File: src/rtl/mem_ctrl_pkg.sv
// Shared types for the data-memory access controller.
// Holds FSM states, byte-enable width and the lane-select helper.
package mem_ctrl_pkg;

  typedef enum logic [1:0] {
    S_IDLE,
    S_BUSY,
    S_DONE
  } state_t;

  localparam int BE_W = 4;

  function automatic logic [BE_W-1:0] lane_sel(
    input logic [1:0] ofs
  );
    return 4'b0001 << ofs;
  endfunction

endpackage

File: src/rtl/mem_access_ctrl_if.sv
// Data-memory bus between the MEM-stage controller and memory.
// master: controller drives req/we/be/addr/wdata; slave: memory.
interface mem_access_ctrl_if;
  import mem_ctrl_pkg::*;

  logic            dmem_req;
  logic            dmem_we;
  logic [BE_W-1:0] dmem_be;
  logic [31:0]     dmem_addr;
  logic [31:0]     dmem_wdata;
  logic            dmem_ack;
  logic [31:0]     dmem_rdata;

  modport master (
    output dmem_req,
    output dmem_we,
    output dmem_be,
    output dmem_addr,
    output dmem_wdata,
    input  dmem_ack,
    input  dmem_rdata
  );

  modport slave (
    input  dmem_req,
    input  dmem_we,
    input  dmem_be,
    input  dmem_addr,
    input  dmem_wdata,
    output dmem_ack,
    output dmem_rdata
  );

endinterface

File: src/rtl/mem_byte_lane.sv
// Byte-lane steering: byte enables, store-data replication, load extract.
// Ports: is_byte, ofs (addr[1:0]), wdata, rdata_in -> be, wdata_out, load_data.
module mem_byte_lane
  import mem_ctrl_pkg::*;
(
  input  logic            is_byte,
  input  logic [1:0]      ofs,
  input  logic [31:0]     wdata,
  input  logic [31:0]     rdata_in,
  output logic [BE_W-1:0] be,
  output logic [31:0]     wdata_out,
  output logic [31:0]     load_data
);

  logic [7:0] sel_byte;

  always_comb begin
    sel_byte  = rdata_in[{ofs, 3'b000} +: 8];
    be        = '1;
    wdata_out = wdata;
    load_data = rdata_in;
    if (is_byte) begin
      be        = lane_sel(ofs);
      wdata_out = {4{wdata[7:0]}};
      load_data = {24'h0, sel_byte};
    end
  end

endmodule

File: src/rtl/mem_access_ctrl.sv
// MEM-stage data-memory controller: stalls the pipeline around one access.
// Ports: clk, rst_n, access inputs, hold, dmem bus (master), rdata, errors.
module mem_access_ctrl
  import mem_ctrl_pkg::*;
#(
  parameter int TIMEOUT = 255
) (
  input  logic               clk,
  input  logic               rst_n,
  input  logic               acc_valid,
  input  logic               mem_write,
  input  logic               mem_read,
  input  logic               is_byte,
  input  logic [31:0]        addr,
  input  logic [31:0]        wdata,
  output logic               hold,
  mem_access_ctrl_if.master  dmem,
  output logic [31:0]        rdata,
  output logic               rdata_valid,
  output logic               err_misalign,
  output logic               err_timeout
);

  localparam int CW = $clog2(TIMEOUT + 1);

  state_t      state, state_d;
  logic [CW-1:0] cnt;
  logic [31:0] addr_q;
  logic [31:0] wdata_q;
  logic        byte_q;
  logic        wr_q;

  logic        access;
  logic        aligned;
  logic        cnt_hit;
  logic        lat;
  logic        cap;
  logic        mis_set;
  logic        to_set;

  logic [BE_W-1:0] lane_be;
  logic [31:0]     lane_wd;
  logic [31:0]     lane_ld;

  mem_byte_lane u_lane (
    .is_byte   (byte_q),
    .ofs       (addr_q[1:0]),
    .wdata     (wdata_q),
    .rdata_in  (dmem.dmem_rdata),
    .be        (lane_be),
    .wdata_out (lane_wd),
    .load_data (lane_ld)
  );

  assign access  = acc_valid & (mem_write | mem_read);
  assign aligned = is_byte | (addr[1:0] == 2'b00);
  // Counter holds BUSY cycles already spent; this is the last allowed one.
  assign cnt_hit = (cnt == CW'(TIMEOUT - 1));

  always_comb begin
    state_d          = state;
    hold             = 1'b0;
    dmem.dmem_req    = 1'b0;
    dmem.dmem_we     = 1'b0;
    dmem.dmem_be     = '0;
    dmem.dmem_addr   = '0;
    dmem.dmem_wdata  = '0;
    rdata_valid      = 1'b0;
    lat              = 1'b0;
    cap              = 1'b0;
    mis_set          = 1'b0;
    to_set           = 1'b0;
    unique case (state)
      S_IDLE: begin
        if (access) begin
          if (aligned) begin
            hold    = 1'b1;
            lat     = 1'b1;
            state_d = S_BUSY;
          end else begin
            mis_set = 1'b1;
          end
        end
      end
      S_BUSY: begin
        hold            = 1'b1;
        dmem.dmem_req   = 1'b1;
        dmem.dmem_we    = wr_q;
        dmem.dmem_be    = lane_be;
        dmem.dmem_addr  = {addr_q[31:2], 2'b00};
        dmem.dmem_wdata = lane_wd;
        // A late ack in the expiring cycle still completes normally.
        if (dmem.dmem_ack) begin
          cap     = 1'b1;
          state_d = S_DONE;
        end else if (cnt_hit) begin
          to_set  = 1'b1;
          state_d = S_DONE;
        end
      end
      S_DONE: begin
        rdata_valid = ~wr_q;
        state_d     = S_IDLE;
      end
      default: state_d = S_IDLE;
    endcase
  end

  always_ff @(posedge clk or negedge rst_n) begin
    if (!rst_n) begin
      state <= S_IDLE;
    end else begin
      state <= state_d;
    end
  end

  always_ff @(posedge clk or negedge rst_n) begin
    if (!rst_n) begin
      cnt     <= '0;
      addr_q  <= '0;
      wdata_q <= '0;
      byte_q  <= 1'b0;
      wr_q    <= 1'b0;
    end else if (lat) begin
      cnt     <= '0;
      addr_q  <= addr;
      wdata_q <= wdata;
      byte_q  <= is_byte;
      wr_q    <= mem_write;
    end else if (state == S_BUSY) begin
      cnt     <= cnt + CW'(1);
    end
  end

  always_ff @(posedge clk or negedge rst_n) begin
    if (!rst_n) begin
      rdata        <= '0;
      err_misalign <= 1'b0;
      err_timeout  <= 1'b0;
    end else begin
      if (cap) begin
        rdata <= lane_ld;
      end else if (to_set) begin
        rdata <= '0;
      end
      if (mis_set) begin
        err_misalign <= 1'b1;
      end
      if (to_set) begin
        err_timeout <= 1'b1;
      end
    end
  end

endmodule

File: src/flat_wrapper.sv
// flat-port wrapper written by rule: the top's interface ports become plain ports
module mem_access_ctrl_flat import mem_ctrl_pkg::*;
#(
  parameter int TIMEOUT = 255
)
  (clk, rst_n, acc_valid, mem_write, mem_read, is_byte, addr, wdata, hold, rdata, rdata_valid, err_misalign, err_timeout, dmem_dmem_req, dmem_dmem_we, dmem_dmem_be, dmem_dmem_addr, dmem_dmem_wdata, dmem_dmem_ack, dmem_dmem_rdata);
  mem_access_ctrl_if dmem_i ();
  input  logic clk;
  input  logic rst_n;
  input  logic acc_valid;
  input  logic mem_write;
  input  logic mem_read;
  input  logic is_byte;
  input  logic [31:0] addr;
  input  logic [31:0] wdata;
  output logic hold;
  output logic [31:0] rdata;
  output logic rdata_valid;
  output logic err_misalign;
  output logic err_timeout;
  output wire logic [$bits(dmem_i.dmem_req)-1:0] dmem_dmem_req;
  output wire logic [$bits(dmem_i.dmem_we)-1:0] dmem_dmem_we;
  output wire logic [$bits(dmem_i.dmem_be)-1:0] dmem_dmem_be;
  output wire logic [$bits(dmem_i.dmem_addr)-1:0] dmem_dmem_addr;
  output wire logic [$bits(dmem_i.dmem_wdata)-1:0] dmem_dmem_wdata;
  input wire logic [$bits(dmem_i.dmem_ack)-1:0] dmem_dmem_ack;
  input wire logic [$bits(dmem_i.dmem_rdata)-1:0] dmem_dmem_rdata;
  assign dmem_dmem_req = dmem_i.dmem_req;
  assign dmem_dmem_we = dmem_i.dmem_we;
  assign dmem_dmem_be = dmem_i.dmem_be;
  assign dmem_dmem_addr = dmem_i.dmem_addr;
  assign dmem_dmem_wdata = dmem_i.dmem_wdata;
  assign dmem_i.dmem_ack = dmem_dmem_ack;
  assign dmem_i.dmem_rdata = dmem_dmem_rdata;
  mem_access_ctrl #(.TIMEOUT(TIMEOUT)) u_core (.clk(clk), .rst_n(rst_n), .acc_valid(acc_valid), .mem_write(mem_write), .mem_read(mem_read), .is_byte(is_byte), .addr(addr), .wdata(wdata), .hold(hold), .dmem(dmem_i), .rdata(rdata), .rdata_valid(rdata_valid), .err_misalign(err_misalign), .err_timeout(err_timeout));
endmodule
File: config.mk
export PLATFORM = sky130hd
export DESIGN_NAME = mem_access_ctrl_flat
export DESIGN_NICKNAME = d
export VERILOG_FILES = /design/src/rtl/mem_ctrl_pkg.sv /design/src/rtl/mem_access_ctrl_if.sv /design/src/rtl/mem_byte_lane.sv /design/src/rtl/mem_access_ctrl.sv /design/src/flat_wrapper.sv
export SDC_FILE = /design/constraint.sdc
export NUM_CORES = 1
export LEC_CHECK = 0
export CORE_MARGIN = 2
export CORE_UTILIZATION = 35
export CTS_CLUSTER_SIZE = 28
export DETAILED_ROUTE_END_ITERATION = 10
export MAX_ROUTING_LAYER = met4
export SYNTH_ARGS = -nofsm -noshare
export SYNTH_HDL_FRONTEND = slang
export SYNTH_HIERARCHICAL = 1
export SYNTH_SLANG_ARGS = --single-unit
File: constraint.sdc
create_clock -name clk -period 5 [get_ports clk]
set_input_delay 1.25 -clock clk [delete_from_list [all_inputs] [get_ports clk]]
set_output_delay 1.25 -clock clk [all_outputs]
set_load 0.02 [all_outputs]
# == Word level (Yosys, flattened, before mapping) ==
# Cells that the tools add are included.
# totals
inputBits,103
elab_cells,57
regBits,110
out_inout_bits,106
# classes
add_sub_neg,1
n_reduce_logical,5
n_bitwise,4
eq_ne,6
shifts,2
n_mux,30
# ops
operator,count
two-way mux 32 bit,6
variable part select 32 x 6 -> 8 bit,1
two-way mux 8 bit,2
two-way mux 1 bit,14
adder 8 x 1 -> 8 bit (second input constant),1
equality test 8 bit (second input constant),1
two-way mux 2 bit,4
two-way mux 4 bit,2
logical NOT 2 bit,2
inequality test 2 x 1 -> 1 bit (second input constant),2
case mux 2 bit (2 select lines),1
nonzero test 2 bit,2
<< shifter 1 x 2 -> 4 bit (first input constant),1
inequality test 3 x 2 -> 1 bit (second input constant),1
AND reduction 3 bit,1
equality test 2 x 1 -> 1 bit (second input constant),1
equality test 2 bit (second input constant),1
OR 1 bit,2
case mux 1 bit (2 select lines),1
AND 1 bit,1
inverter 1 bit,1

# == Depth between registers and ports, before layout ==
# Gate-level depths: netlist of the first run.
# logic_depth
word_depth,6
ltp_mapped,7
depth_no_buf,5

# == By module ==
# The synthesis of the first run kept the hierarchy.
# by_module_without_submodules
mod,seq_area_each_um2,cells_per_inst,area_each_um2,n_inst
mem_access_ctrl,2752.6,422,5019.8,1
mem_byte_lane,0.0,146,884.6,1

# == Worst setup path before layout of the first run ==
# Ideal clock, no wire load.
# synth_path
path_type,input to output
from,in addr[1]
to,out hold
arrival_time_ns,2.218
stages,2
setup_slack_ns,1.532
t_required_ns,3.750
path_buffers,0
cell_sequence,o21ba_2 o31ai_1
# synth_between
elab_chain_len,5
# synth_rtl
element,line_no,text
from (decl),flat_wrapper.sv:14,input logic [31:0] addr;
logical NOT 2 bit,mem_access_ctrl.sv:56,assign aligned = is_byte | (addr[1:0] == 2'b00);
OR 1 bit,mem_access_ctrl.sv:56,
two-way mux 1 bit,mem_access_ctrl.sv:76,if (aligned) begin
two-way mux 1 bit,mem_access_ctrl.sv:75,if (access) begin
case mux 1 bit (2 select lines),mem_access_ctrl.sv:73,unique case (state)
to (decl),flat_wrapper.sv:16,output logic hold;
# Every way passes these cells.

# == Worst setup path in the final report of the first run ==
# Ends and elaborated chain as after synthesis.

==> summary.md, run 1 <==
| Metric | Value |
|---|---|
| Status | completed |
| Worst-path fanout max | 4 |
| DR DRC count | 0 |
| RSZ-0062 raised after global routing | no |
| CTS max path bufs | 2 |
| Buffers on Ports | 206 |
| CTS tree | done |
| Arrival @ worst endpoint | 3.17 ns |
| Clock sinks | 110 |
| Fin util | 50.7% |
| Hold buffers post-CTS | 0 |
| Worst Setup Start Kind | input pin |
| Hold Crit Class | reg -> reg |
| Pin count of the biggest net entering global routing | 65 |
| Root Buffer | clkbuf_16 |
| Routability cong. | 0.772 |
| Core Area | 16500 sq um |
| Reg area | 2750 sq um |
| CP Capture Type | output port |
| Final std cells w/o fill | 972 |
| Final nets | 852 |
| Routed met1 length | 7840 um |
| Post-Synth Adder-Cell Area | 0.424% |
| Dpl cells | 955 |
| Layout cell share with drive strength beyond 1 | 15.7% |
| DR pass1 iterations | 5 |
| GRT overflow | 0 |
| CTS buffer count | 9 |
| P_leak | 3.38 nW |
| Htree depth | 3 |
| Worst-margin pin slew | 0.860 ns |
| Die Y-Extent | 134 um |
| Chip width | 134 um |
| Gr usage total | 20.6% |
| Largest family of logic cells by synthesized area | simple AND/OR/NAND/NOR gates |
| Peak Freq | 0.226 GHz |
| Number of global-route vias before repair | 5051 |
| Later-pin clock latency in the skew report | 0.35 ns |
| Clock power share | 21.3% |
| WP data required | 3.75 ns |
| Hold Slack | 0.460 ns |
| Sequential fraction of the synthesis area | 46.6% |
| Max VDD drop | 168 uV |
| Mean area per synthesized cell | 10.4 sq um |
| Sw frac | 35.7% |
| Multiplexer share of the synthesized area | 14.4% |
| Mapped cell area | 5900 sq um |
| Initial Utilization | 35.7% |
| Via-to-Cell Ratio | 4.97 |
| Synth Area in Compound Gates | 14.1% |
| Flop pwr share | 37.3% |
| Synth cell types | 42 |
| First-pass GRT wire length | 28100 um |
| Slew margin rel. | 42.6% |
| Clock transition at path regs | 0.07 ns |
| Simple-gate portion of the synthesized area | 17.3% |
| Final setup viols | 0 |
| Internal power | 0.00238 W |
| DP Wirelength | 12300 um |
| Synth Area in XOR/XNOR | 0% |
| Async S/R FF share, synth | 100% |
| Fill count | 1501 |
| Post-DRT Antenna Nets | 0 |
| Via count | 4829 |
| Crit Path Class | in -> out |
| Initial antenna violation count | 0 |
| DR WL/cell | 18.1 um |
| Ys Warns | 6 |
| Uppermost routed layer | met4 |
| Register bit total from synthesis | 110 |
| EDFF count, synth | 0 |
| Final Slew Violations | 0 |
| Row count | 47 |
| TNS Setup | 0 ns |
| Ant diodes | 0 |
| Period Utilization, post-route | 88.3% |
| Net load switching power | 0.00132 W |
| Area Growth Syn to Fin | 41.9% |
| Post-synthesis cell count | 568 |
| Met2 wire length | 8210 um |
| Die ar. | 17900 sq um |
| Predominant post-synthesis flop cell | dfrtp_1 |
| # Post-CTS Setup Buffers | 0 |
| Io pins | 209 |
| Clock skew | 0.00577 ns |
| PwrDens | 441 nW/um^2 |
| Number of max-cap violations | 0 |
| Multi-input gate area | 2740 sq um |
| Gate power share | 41.5% |
| CTS resizes | 0 |
| DRT Wirelength | 17600 um |
| DR WL met3 | 1420 um |
| Minimum clock period | 4.42 ns |
| Final Hold Viols | 0 |
| Initial DRC Count | 303 |
[per-layer routing]
| layer | vias up | global-route usage [%] |
|---|---|---|
| li1 | 2303 | - |
| met1 | 2344 | 27.7 |
| met2 | 171 | 30.6 |
| met3 | 11 | 5.59 |
| met4 | 0 | 5.61 |
| met5 | - | - |
[worst max-delay path, cell delays in order]
cell and delay, ns:
clkdlybuf4s50_1 0.43, o21ba_2 0.28, o31ai_1 0.50, clkdlybuf4s50_1 0.70
[synthesized netlist by cell type (2+ instances only)]
cell type	n	area (sq um)
a21oi_1	13	65.1
a22oi_1	32	240
and2_1	67	419
buf_1	4	15.0
buf_12	2	40.0
buf_2	7	35.0
buf_4	17	128
buf_6	2	22.5
clkbuf_1	19	71.3
clkinv_1	2	7.51
dfrtp_1	110	2750
ha_1	2	25.0
inv_1	27	101
mux2_2	70	788
mux2_4	4	60.1
nand2_1	12	45.0
nand2b_1	34	213
nand3_1	4	20.0
nand3b_1	8	60.1
nor2_1	3	11.3
nor2b_1	24	150
nor3_1	2	10.0
o211ai_1	2	15.0
o21a_1	2	15.0
o21ai_0	61	305
o21ai_1	2	10.0
o21ai_2	7	61.3
o22ai_1	9	56.3
o31ai_1	4	30.0
or4_1	4	30.0
[sequential cells by signal (all words and copies together), names as in the netlist]
signal               flops
u_core/wdata_q          32
u_core/err_timeout       1
u_core/rdata            32
u_core/byte_q            1
u_core/err_misalign      1
u_core/addr_q           32
u_core/state             2
u_core/cnt               8
u_core/wr_q              1
[final timing paths]
| check | depth (start not counted) | endpoint | startpoint | slack [ns] |
|---|---|---|---|---|
| max | 4 | hold | addr[1] | 0.58 |
| min | 1 | u_core/err_misalign$_DFFE_PN0P_ | u_core/err_misalign$_DFFE_PN0P_ | 0.46 |
| max reg2reg | 6 | u_core/rdata[7]$_DFFE_PN0P_ | u_core/byte_q$_DFFE_PN0P_ | 2.90 |
| min reg2reg | 1 | u_core/err_misalign$_DFFE_PN0P_ | u_core/err_misalign$_DFFE_PN0P_ | 0.46 |
| max in group asynchronous | 2 | u_core/wdata_q[25]$_DFFE_PN0P_ | rst_n | 3.10 |
| min in group asynchronous | 1 | u_core/rdata[9]$_DFFE_PN0P_ | rst_n | 0.98 |
[logic make-up after synthesis]
logic type               Yosys count
other                              1
multiplexers                      74
adder cells (fa/ha/maj)            2
buffers and inverters             80
AO/OA/AOI/OAI                    136
AND/OR/NAND/NOR                  165
flip-flops                       110
[layout by cell type (no fill, tap or decap), types with 2 or more instances in the layout]
cell type / netlist / layout
a21oi_1: 13 / 13
a22oi_1: 32 / 32
and2_1: 67 / 67
buf_4: 17 / 11
bufinv_16: 0 / 2
clkbuf_16: 0 / 9
clkdlybuf4s50_1: 0 / 205
clkinv_1: 2 / 2
clkinvlp_4: 0 / 2
conb_1: 1 / 2
dfrtp_1: 110 / 109
ha_1: 2 / 2
inv_1: 27 / 27
mux2_2: 70 / 70
mux2_4: 4 / 4
nand2_1: 12 / 12
nand2b_1: 34 / 34
nand3_1: 4 / 4
nand3b_1: 8 / 8
nor2_1: 3 / 2
nor2b_1: 24 / 24
nor3_1: 2 / 2
o211ai_1: 2 / 2
o21a_1: 2 / 2
o21ai_0: 61 / 61
o21ai_1: 2 / 2
o21ai_2: 7 / 7
o22ai_1: 9 / 9
o31ai_1: 4 / 4
or4_1: 4 / 4
[through the flow]
| step | power, W | area [sq um] | setup WS (ns) |
|---|---|---|---|
| after floorplan | 0.00229 | 5910 | 1.53 |
| after global placement | 0.00289 | 8030 | 0.589 |
| after detailed placement | 0.00292 | 8030 | 0.540 |
| after CTS | 0.00373 | 8350 | 0.388 |
| after global routing | 0.00394 | 8380 | 0.492 |
| final | 0.00370 | 8380 | 0.583 |
[power groups by stage]
stage               Sequential, W  Combinational [W]  Clock (W)
floorplan                 0.00142           0.000864          0
global placement          0.00138            0.00151          0
detailed placement        0.00139            0.00153          0
CTS                       0.00138            0.00154   0.000810
global route              0.00142            0.00166   0.000852
finish                    0.00138            0.00153   0.000787
[area by class of cell]
| class | count | area share (%) |
|---|---|---|
| clock buffer | 9 | 2.69 |
| inverter | 29 | 1.30 |
| tap | 220 | 3.28 |
| clock inverter | 7 | 1.16 |
| sequential | 110 | 32.9 |
| timing repair buffer | 218 | 26.0 |
| multi-input combinational | 379 | 32.7 |
Power figures use the tool's default switching activity.
==> run 2, diff against run 1 <==
Settings changed: CTS_CLUSTER_DIAMETER from default to 60, HOLD_SLACK_MARGIN from default to 0.15.
==> results of run 2 <==
Same layout as run 1: the final DEF is identical, and so are final timing and power.
